`src/rtl/elevator_pkg.sv`:
```
// Shared types and request-scan helpers for the SCAN elevator controller.
package elevator_pkg;

   // Widest request vector the scan helpers accept; callers zero-extend.
   localparam int unsigned MAX_FLOORS = 64;

   typedef enum logic [1:0] {IDLE, MOVE_UP, MOVE_DOWN, DOOR} state_t;
   typedef enum logic {UP, DOWN} dir_t;

   // True when any request lies strictly above floor_idx.
   function automatic logic any_above(input logic [MAX_FLOORS-1:0] vec,
                                      input int unsigned floor_idx);
      logic hit;
      hit = 1'b0;
      for (int unsigned i = 0; i < MAX_FLOORS; i++) begin
         if (i > floor_idx && vec[i]) hit = 1'b1;
      end
      return hit;
   endfunction

   // True when any request lies strictly below floor_idx.
   function automatic logic any_below(input logic [MAX_FLOORS-1:0] vec,
                                      input int unsigned floor_idx);
      logic hit;
      hit = 1'b0;
      for (int unsigned i = 0; i < MAX_FLOORS; i++) begin
         if (i < floor_idx && vec[i]) hit = 1'b1;
      end
      return hit;
   endfunction

endpackage

```
`src/rtl/elevator_timer.sv`:
```
// Loadable down-counter that parks at zero; used for travel and door dwell.
module elevator_timer #(
   parameter int unsigned W = 4
) (
   input  logic         clk,
   input  logic         rst,
   input  logic         load,
   input  logic [W-1:0] load_val,
   output logic         zero
);

   logic [W-1:0] count;

   // Load wins over counting; the counter holds once it reaches zero.
   always_ff @(posedge clk or posedge rst) begin
      if (rst) begin
         count <= '0;
      end else if (load) begin
         count <= load_val;
      end else if (count != '0) begin
         count <= count - W'(1);
      end
   end

   assign zero = (count == '0);

endmodule

```
`src/rtl/elevator_scan_ctrl.sv`:
```
// N-floor elevator car controller serving latched requests in SCAN order.
module elevator_scan_ctrl
   import elevator_pkg::*;
#(
   parameter int unsigned NUM_FLOORS  = 8,
   parameter int unsigned WEIGHT_W    = 8,
   parameter int unsigned MAX_WEIGHT  = 180,
   parameter int unsigned MOVE_CYCLES = 4,
   parameter int unsigned DOOR_CYCLES = 6,
   parameter int unsigned FLOOR_W     = $clog2(NUM_FLOORS)
) (
   input  logic                  clk,
   input  logic                  rst,
   input  logic [NUM_FLOORS-1:0] floor_request,
   input  logic [WEIGHT_W-1:0]   weight,
   output logic [FLOOR_W-1:0]    current_floor,
   output logic                  moving_up,
   output logic                  moving_down,
   output logic                  door_open,
   output logic                  overload,
   output logic [NUM_FLOORS-1:0] pending
);

   localparam int unsigned MT_W = $clog2(MOVE_CYCLES + 1);
   localparam int unsigned DT_W = $clog2(DOOR_CYCLES + 1);

   state_t                  state, state_nxt;
   dir_t                    dir, dir_nxt;
   logic [FLOOR_W-1:0]      floor_nxt, step_up, step_dn;
   logic [NUM_FLOORS-1:0]   clear_mask;
   logic                    move_load, door_load, move_zero, door_zero;
   logic                    above, below, above_step, below_step;

   // Neighbouring floors, clamped so the car never leaves the shaft.
   assign step_up = (current_floor == FLOOR_W'(NUM_FLOORS - 1)) ? current_floor
                                                                : current_floor + FLOOR_W'(1);
   assign step_dn = (current_floor == '0) ? current_floor : current_floor - FLOOR_W'(1);

   // Requests ahead of the car now, and ahead of the floor it is about to reach.
   assign above      = any_above(MAX_FLOORS'(pending), 32'(current_floor));
   assign below      = any_below(MAX_FLOORS'(pending), 32'(current_floor));
   assign above_step = any_above(MAX_FLOORS'(pending), 32'(step_up));
   assign below_step = any_below(MAX_FLOORS'(pending), 32'(step_dn));

   // Next state, direction, floor and timer loads.
   always_comb begin
      state_nxt = state;
      dir_nxt   = dir;
      floor_nxt = current_floor;
      move_load = 1'b0;
      door_load = 1'b0;
      case (state)
         IDLE: begin
            if (pending[current_floor]) begin
               state_nxt = DOOR;
               door_load = 1'b1;
            end else if (!overload) begin
               if (dir == UP) begin
                  if (above) begin
                     state_nxt = MOVE_UP;
                     move_load = 1'b1;
                  end else if (below) begin
                     state_nxt = MOVE_DOWN;
                     dir_nxt   = DOWN;
                     move_load = 1'b1;
                  end
               end else begin
                  if (below) begin
                     state_nxt = MOVE_DOWN;
                     move_load = 1'b1;
                  end else if (above) begin
                     state_nxt = MOVE_UP;
                     dir_nxt   = UP;
                     move_load = 1'b1;
                  end
               end
            end
         end
         MOVE_UP: begin
            if (move_zero) begin
               floor_nxt = step_up;
               if (pending[step_up]) begin
                  state_nxt = DOOR;
                  door_load = 1'b1;
               end else if (above_step) begin
                  move_load = 1'b1;
               end else begin
                  state_nxt = IDLE;
               end
            end
         end
         MOVE_DOWN: begin
            if (move_zero) begin
               floor_nxt = step_dn;
               if (pending[step_dn]) begin
                  state_nxt = DOOR;
                  door_load = 1'b1;
               end else if (below_step) begin
                  move_load = 1'b1;
               end else begin
                  state_nxt = IDLE;
               end
            end
         end
         DOOR: begin
            if (floor_request[current_floor] || overload) begin
               door_load = 1'b1;
            end else if (door_zero) begin
               state_nxt = IDLE;
            end
         end
         default: state_nxt = IDLE;
      endcase
   end

   // The floor being served (or about to be) swallows its own request.
   always_comb begin
      clear_mask = '0;
      if (state == DOOR || state_nxt == DOOR) begin
         clear_mask = NUM_FLOORS'(1) << floor_nxt;
      end
   end

   // Car registers and registered status outputs.
   always_ff @(posedge clk or posedge rst) begin
      if (rst) begin
         state         <= IDLE;
         dir           <= UP;
         current_floor <= '0;
         pending       <= '0;
         overload      <= 1'b0;
         moving_up     <= 1'b0;
         moving_down   <= 1'b0;
         door_open     <= 1'b0;
      end else begin
         state         <= state_nxt;
         dir           <= dir_nxt;
         current_floor <= floor_nxt;
         pending       <= (pending | floor_request) & ~clear_mask;
         overload      <= (weight > WEIGHT_W'(MAX_WEIGHT));
         moving_up     <= (state_nxt == MOVE_UP);
         moving_down   <= (state_nxt == MOVE_DOWN);
         door_open     <= (state_nxt == DOOR);
      end
   end

   elevator_timer #(.W(MT_W)) u_move_timer (
      .clk      (clk),
      .rst      (rst),
      .load     (move_load),
      .load_val (MT_W'(MOVE_CYCLES - 1)),
      .zero     (move_zero)
   );

   elevator_timer #(.W(DT_W)) u_door_timer (
      .clk      (clk),
      .rst      (rst),
      .load     (door_load),
      .load_val (DT_W'(DOOR_CYCLES - 1)),
      .zero     (door_zero)
   );

endmodule
```
`config.mk`:
```
export PLATFORM = sky130hd
export DESIGN_NAME = elevator_scan_ctrl
export DESIGN_NICKNAME = d
export VERILOG_FILES = /design/src/rtl/elevator_pkg.sv /design/src/rtl/elevator_timer.sv /design/src/rtl/elevator_scan_ctrl.sv
export SDC_FILE = /design/constraint.sdc
export NUM_CORES = 1
export LEC_CHECK = 0
export CAP_MARGIN = 20
export CORE_MARGIN = 4
export CORE_UTILIZATION = 45
export CTS_CLUSTER_DIAMETER = 80
export DETAILED_ROUTE_END_ITERATION = 12
export DONT_BUFFER_PORTS = 1
export PLACE_DENSITY = 0.57
export SYNTH_ARGS = -nofsm -noshare
export SYNTH_HDL_FRONTEND = slang
export SYNTH_HIERARCHICAL = 1
export SYNTH_SLANG_ARGS = --single-unit
```
`constraint.sdc`:
```
create_clock -name clk -period 4.4 [get_ports clk]
set_clock_uncertainty 0.2 [all_clocks]
set_input_delay 0.44 -clock clk [delete_from_list [all_inputs] [get_ports clk]]
set_output_delay 0.44 -clock clk [all_outputs]
set_load 0.05 [all_outputs]
```
### Word-level counts from Yosys, hierarchy flattened

Index checks and enable logic that the tools add are counted.

* register bits: 24
* word-level logic and storage cells: 185

* add/subtract/negate cells: 4
* bitwise logic cells: 5
* shift-type cells: 1
* reduce and logical (&&, ||, !) cells: 39
* eq/ne operators: 7
* muxes and demuxes: 87
* magnitude comparators: 32

Operators with widths (number)
* 2-to-1 mux 1 bit: 55
* 2-to-1 mux 2 bit: 15
* logical AND 1 bit: 28
* > comparator 3 bit (first input constant): 8
* 2-to-1 mux 3 bit: 8
* less-than comparator 3 bit (first input constant): 6
* binary-select mux 1 bit (select 3 bit): 4
* > comparator 2 x 3 -> 1 bit (first input constant): 4
* less-than comparator 1 x 3 -> 1 bit (first input constant): 4
* less-than comparator 2 x 3 -> 1 bit (first input constant): 4
* less-than comparator 3 x 4 -> 1 bit (second input constant): 3
* logical NOT 3 bit: 3
* subtractor 3 x 1 -> 3 bit (second input constant): 3
* bitwise AND 8 bit: 1
* == test 2 bit (second input constant): 4
* > comparator 8 bit (second input constant): 1
* 2-to-1 mux 8 bit: 1
* NOT 8 bit: 1
* OR 8 bit: 1
* one-hot mux 2 bit (4 select lines): 1
* << shifter 1 x 3 -> 8 bit (first input constant): 1
* > comparator 1 x 3 -> 1 bit (first input constant): 2
* one-hot mux 3 bit (2 select lines): 1
* nonzero test 3 bit: 2
* 10 further kinds: 14

### Logic depth before layout (Yosys ltp)

* word-level depth: 20
* mapped depth: 14
* depth with buffers taken out: 12

### Modules after synthesis

Netlist, hierarchy kept.

By module, submodules not included
* elevator_scan_ctrl: instances 1, cells an instance 243, area an instance 1895.6 um2
* elevator_timer: instances 2, cells an instance 22, area an instance 203.9 um2

### Worst setup path after synthesis

No wires, ideal clock.

* path kind: reg-to-reg
* start point: reg current_floor[0]
* end point: reg u_door_timer.count[0]
* library setup time: 0.104 ns
* setup slack: 0.795 ns
* buffers on the path: 2
* data arrival time: 3.301 ns
* stages on the path, launching flop included: 15
* period minus slack after synthesis: 3.605 ns
* cell sequence: dfrtp_1 buf_4 inv_4 ha_1 buf_2 inv_1 nor2_1 o41a_1 o22ai_1 inv_1 o21ai_0 nand3_1 a21boi_0 nor2b_1 a221oi_1

* longest elaborated chain between the ends: 8

RTL lines
* from (decl): RTL line elevator_scan_ctrl.sv:16 `output logic [FLOOR_W-1:0] current_floor,`
* from (signal assigned): RTL line elevator_scan_ctrl.sv:138 `current_floor <= floor_nxt;`
* subtractor 3 x 1 -> 3 bit, or another cell as far along: RTL line elevator_scan_ctrl.sv:37 `assign step_dn = (current_floor == '0) ? current_floor : current_floor - FLOOR_W'(1);`
* 2-to-1 mux 3 bit (on tied branches): RTL line elevator_scan_ctrl.sv:37, elevator_scan_ctrl.sv:35
* binary-select mux 1 bit (select 3 bit) (on tied branches): RTL line elevator_scan_ctrl.sv:95, elevator_scan_ctrl.sv:82
* 2-to-1 mux 1 bit (on tied branches) (2 in series): RTL line elevator_scan_ctrl.sv:95, elevator_scan_ctrl.sv:82
* 2-to-1 mux 1 bit (on tied branches): RTL line elevator_scan_ctrl.sv:93, elevator_scan_ctrl.sv:80
* one-hot mux 1 bit (4 select lines) *: RTL line elevator_scan_ctrl.sv:52 `case (state)`
* net door_load: RTL line elevator_scan_ctrl.sv:31 `logic move_load, door_load, move_zero, door_zero;`
* 2-to-1 mux 3 bit / nonzero test 2 bit (equally long branches)
* to (signal assigned): RTL line elevator_timer.sv:19 `count <= load_val;`
* to (signal assigned): RTL line elevator_timer.sv:21 `count <= count - W'(1);`
* to (decl): RTL line elevator_timer.sv:12 `logic [W-1:0] count;`

Mark *: on every way through the listed nets, which the timed path passes. The rest lies on a longest branch. The select of a mux whose other input is x is not followed.
A chain may end at the register's enable or synchronous reset.

### Worst setup path after layout

Same ends and word-level chain as after synthesis.

==> results.sh <==
export IMPL_first_iter_violations=218
export IMPL_clockBufferDepth=2
export IMPL_cts_buffers=3
export IMPL_dieArea_sq_mm=0.00633
export IMPL_diodes=0
export IMPL_critPathRequiredTime_ns=4.37
export IMPL_power_frac_comb_pct=63.9
export IMPL_grt_pass1_wl_um=10300
export IMPL_synth_compound_area_share_pct=28.7
export IMPL_ant_nets=0
export IMPL_portBuffers=0
export IMPL_yosysMostFrequentCell="inv_1"
export IMPL_grt_pass1_vias=2067
export IMPL_peakVddDrop_mv=0.333
export IMPL_tns_ns=0
export IMPL_reg2reg_slack_ns=0.75
export IMPL_synth_largest_area_cell="dfrtp_1"
export IMPL_yosysWarnings=6
export IMPL_drive_gt1_share_pct=9.12
export IMPL_p_int_mw=0.783
export IMPL_fp_coreArea_sq_mm=0.00485
export IMPL_grtUsageTotal_pct=20.3
export IMPL_synth_top_flop_cell="dfrtp_1"
export IMPL_p_sw_share_pct=51.5
export IMPL_p_leak_nw=1.05
export IMPL_fin_nets=315
export IMPL_place_congestion=0.958
export IMPL_postCtsSetupBuffers=0
export IMPL_die_x_um=79.5
export IMPL_finalHoldViolations=0
export IMPL_synth_top_family_by_area="compound AO/OA/AOI/OAI gates"
export IMPL_tightestPinTransition_ns=0.832
export IMPL_slew_violations=0
export IMPL_ff2ff_path_depth=12
export IMPL_yosys_top_cells_area="dfrtp_1 (26%), ha_1 (6.0%), a21oi_1 (4.6%)"
export IMPL_synth_common_cells="inv_1 (26), dfrtp_1 (24), nor2_1 (24)"
export IMPL_cp_max_fo=33
export IMPL_yosys_register_bits=24
export IMPL_min_from="weight[7]"
export IMPL_antenna_found_initial=0
export IMPL_p_sw_mw=0.831
export IMPL_overflow=0
export IMPL_synth_edf_count=0
export IMPL_p_clk_share_pct=9.3
export IMPL_fmax_mhz=274
export IMPL_yosys_area_share_simple_pct=24.7
export IMPL_vias=2137
export IMPL_status="finished clean"
export IMPL_cts_root_buffer="clkbuf_8"
export IMPL_slew_headroom_pct=44.6
export IMPL_p_per_area_mw_per_mm2=669
export IMPL_postSynthCellCount=287
export IMPL_area_growth_pct=4.67
export IMPL_async_flop_share_pct=100
export IMPL_synth_xor_area_share_pct=0.706
export IMPL_yosysSeqAreaShare_pct=26.1
export IMPL_fp_dieH_um=79.5
export IMPL_worstSetupEndpointType="flop"
export IMPL_setup_viol=0
export IMPL_worstSkewPairLatency_ns=0.27
export IMPL_min_path_cells=1
export IMPL_rsz0062_at_grt="false"
export IMPL_crit_path_start_kind="flop"
export IMPL_vias_per_cell=6.07
export IMPL_avgSynthCellArea_sq_um=8.03
export IMPL_routed_wl_um=6130
export IMPL_fp_row_count=25
export IMPL_synthMuxAreaShare_pct=5.11
export IMPL_ios=33
export IMPL_cts_sinks=24
export IMPL_dp_hpwl_um=4550
export IMPL_ys_types=66
export IMPL_r2r_end="u_door_timer/count[0]$_DFFE_PP0P_"
export IMPL_dr_pass1_iters=5
export IMPL_h_tree_depth=1
export IMPL_synth_cell_area_sq_mm=0.00230
export IMPL_start_util_pct=47.5
export IMPL_worstPathArrival_ns=3.62
export IMPL_sequentialPowerShare_pct=26.8
export IMPL_holdPathEnd="overload$_DFF_PP0_"
export IMPL_synthAdderAreaFrac_pct=5.98
export IMPL_path_clk_slew_ns=0.09
export IMPL_wl_per_cell_um=17.4
export IMPL_hp_class="primary input to flop"
export IMPL_drc_errors=0
export IMPL_holdWs_ns=0.113
export IMPL_reg2reg_from="current_floor[0]$_DFF_PP0_"
export IMPL_fin_crit_sh_pct=82.9
export IMPL_grt_max_degree=34
export IMPL_maxCapViolations=0
export IMPL_critical_path_class="flop to flop"
export IMPL_synth_top_area_share_pct=26.1
export IMPL_cts_tree="built"
export IMPL_finalCriticalPeriod_ns=3.65
[cells in the final DEF, fill, tap and decap left out, types with 2 or more instances in the layout]
cell type / count
mux2_4: 2
buf_4: 4
o22ai_1: 3
conb_1: 6
or3b_1: 3
nand2_1: 17
a211oi_2: 3
nor3_1: 5
a311oi_1: 2
inv_1: 26
a2111oi_0: 2
nor2_1: 24
o21ai_1: 3
nand3_1: 8
o211a_1: 4
dfrtp_1: 24
nand2b_1: 10
o2111ai_1: 2
o21bai_1: 2
nor4b_1: 4
a221oi_1: 2
mux2i_1: 2
clkbuf_8: 4
nor2b_1: 16
and3_1: 2
a21oi_1: 21
or3_1: 2
a31oi_1: 13
a21o_1: 4
o21ai_0: 18
ha_1: 11
a22oi_1: 2
mux4_2: 2
[per-layer routing]
layer	routed length, um	global-route usage, %
met1	2910	29.4
met2	2680	31.6
met3	433	3.16
met4	106	5.15
met5	0	0
[power groups by stage]
stage          Sequential, mW  Combinational (mW)  Clock [mW]
6_report                0.432                1.03       0.151
3_3_place_gp            0.436                1.01           0
2_1_floorplan           0.429               0.810           0
4_1_cts                 0.431                1.02       0.155
3_5_place_dp            0.436                1.01           0
5_1_grt                 0.442                1.15       0.164
[per-stage QoR]
stage	total power [mW]	setup WS (ns)	std cells	instance area, sq um	utilization, %
after floorplan	1.24	0.795	291	2320	-
final	1.61	0.752	352	2410	49.7
after global routing	1.75	0.373	352	2410	49.7
after detailed placement	1.45	0.793	347	2350	48.4
after global placement	1.45	0.880	347	2350	48.4
after CTS	1.60	0.785	352	2410	49.7
[what timing repair did]
action | CTS | global route
hold endpoints to repair | 24 | 0
resized for setup | 0 | 0
hold buffers | 1 | 0
[registers in the layout, summed over array words and instances (netlist names)]
| register | flops |
|---|---|
| current_floor | 3 |
| dir | 1 |
| door_open | 1 |
| moving_down | 1 |
| moving_up | 1 |
| overload | 1 |
| pending | 8 |
| state | 2 |
| u_door_timer/count | 3 |
| u_move_timer/count | 3 |
[final cells by class]
class	instances	area, sq um
fillers	478	2440
multi-input cells	224	1520
flip-flops and latches	24	601
inverters	28	108
well taps	67	83.8
clock buffers	4	55.1
repair buffers	5	40.0
[kinds of logic (layout without fill, tap and decap cells)]
family	Yosys count	count (layout)
adder cells (fa/ha/maj)	11	11
AO/OA/AOI/OAI	96	96
XOR/XNOR	1	1
multiplexers	8	8
buffers and inverters	43	37
flip-flops	24	24
AND/OR/NAND/NOR	102	102
other	2	6
[how the worst max path moves through the flow]
stage / start / end / cells after the start
finish: current_floor[0]$_DFF_PP0_ / u_door_timer/count[0]$_DFFE_PP0P_ / 12
global route: current_floor[0]$_DFF_PP0_ / u_door_timer/count[0]$_DFFE_PP0P_ / 12
CTS: current_floor[0]$_DFF_PP0_ / u_door_timer/count[0]$_DFFE_PP0P_ / 12
detailed placement: current_floor[0]$_DFF_PP0_ / u_door_timer/count[0]$_DFFE_PP0P_ / 12
global placement: current_floor[0]$_DFF_PP0_ / u_door_timer/count[0]$_DFFE_PP0P_ / 12
floorplan: current_floor[0]$_DFF_PP0_ / u_door_timer/count[0]$_DFFE_PP0P_ / 14
[critical path, stage by stage (launching register included)]
cell and delay [ns]:
dfrtp_1 0.39, buf_4 0.43, ha_1 0.39, nand2_1 0.15, a311o_1 0.32, o41a_1 0.12, o22ai_1 0.26, inv_1 0.10
o21ai_0 0.16, nand3_1 0.09, a21boi_0 0.52, nor2b_1 0.11, a221oi_1 0.30
Power figures use the tool's default switching activity.
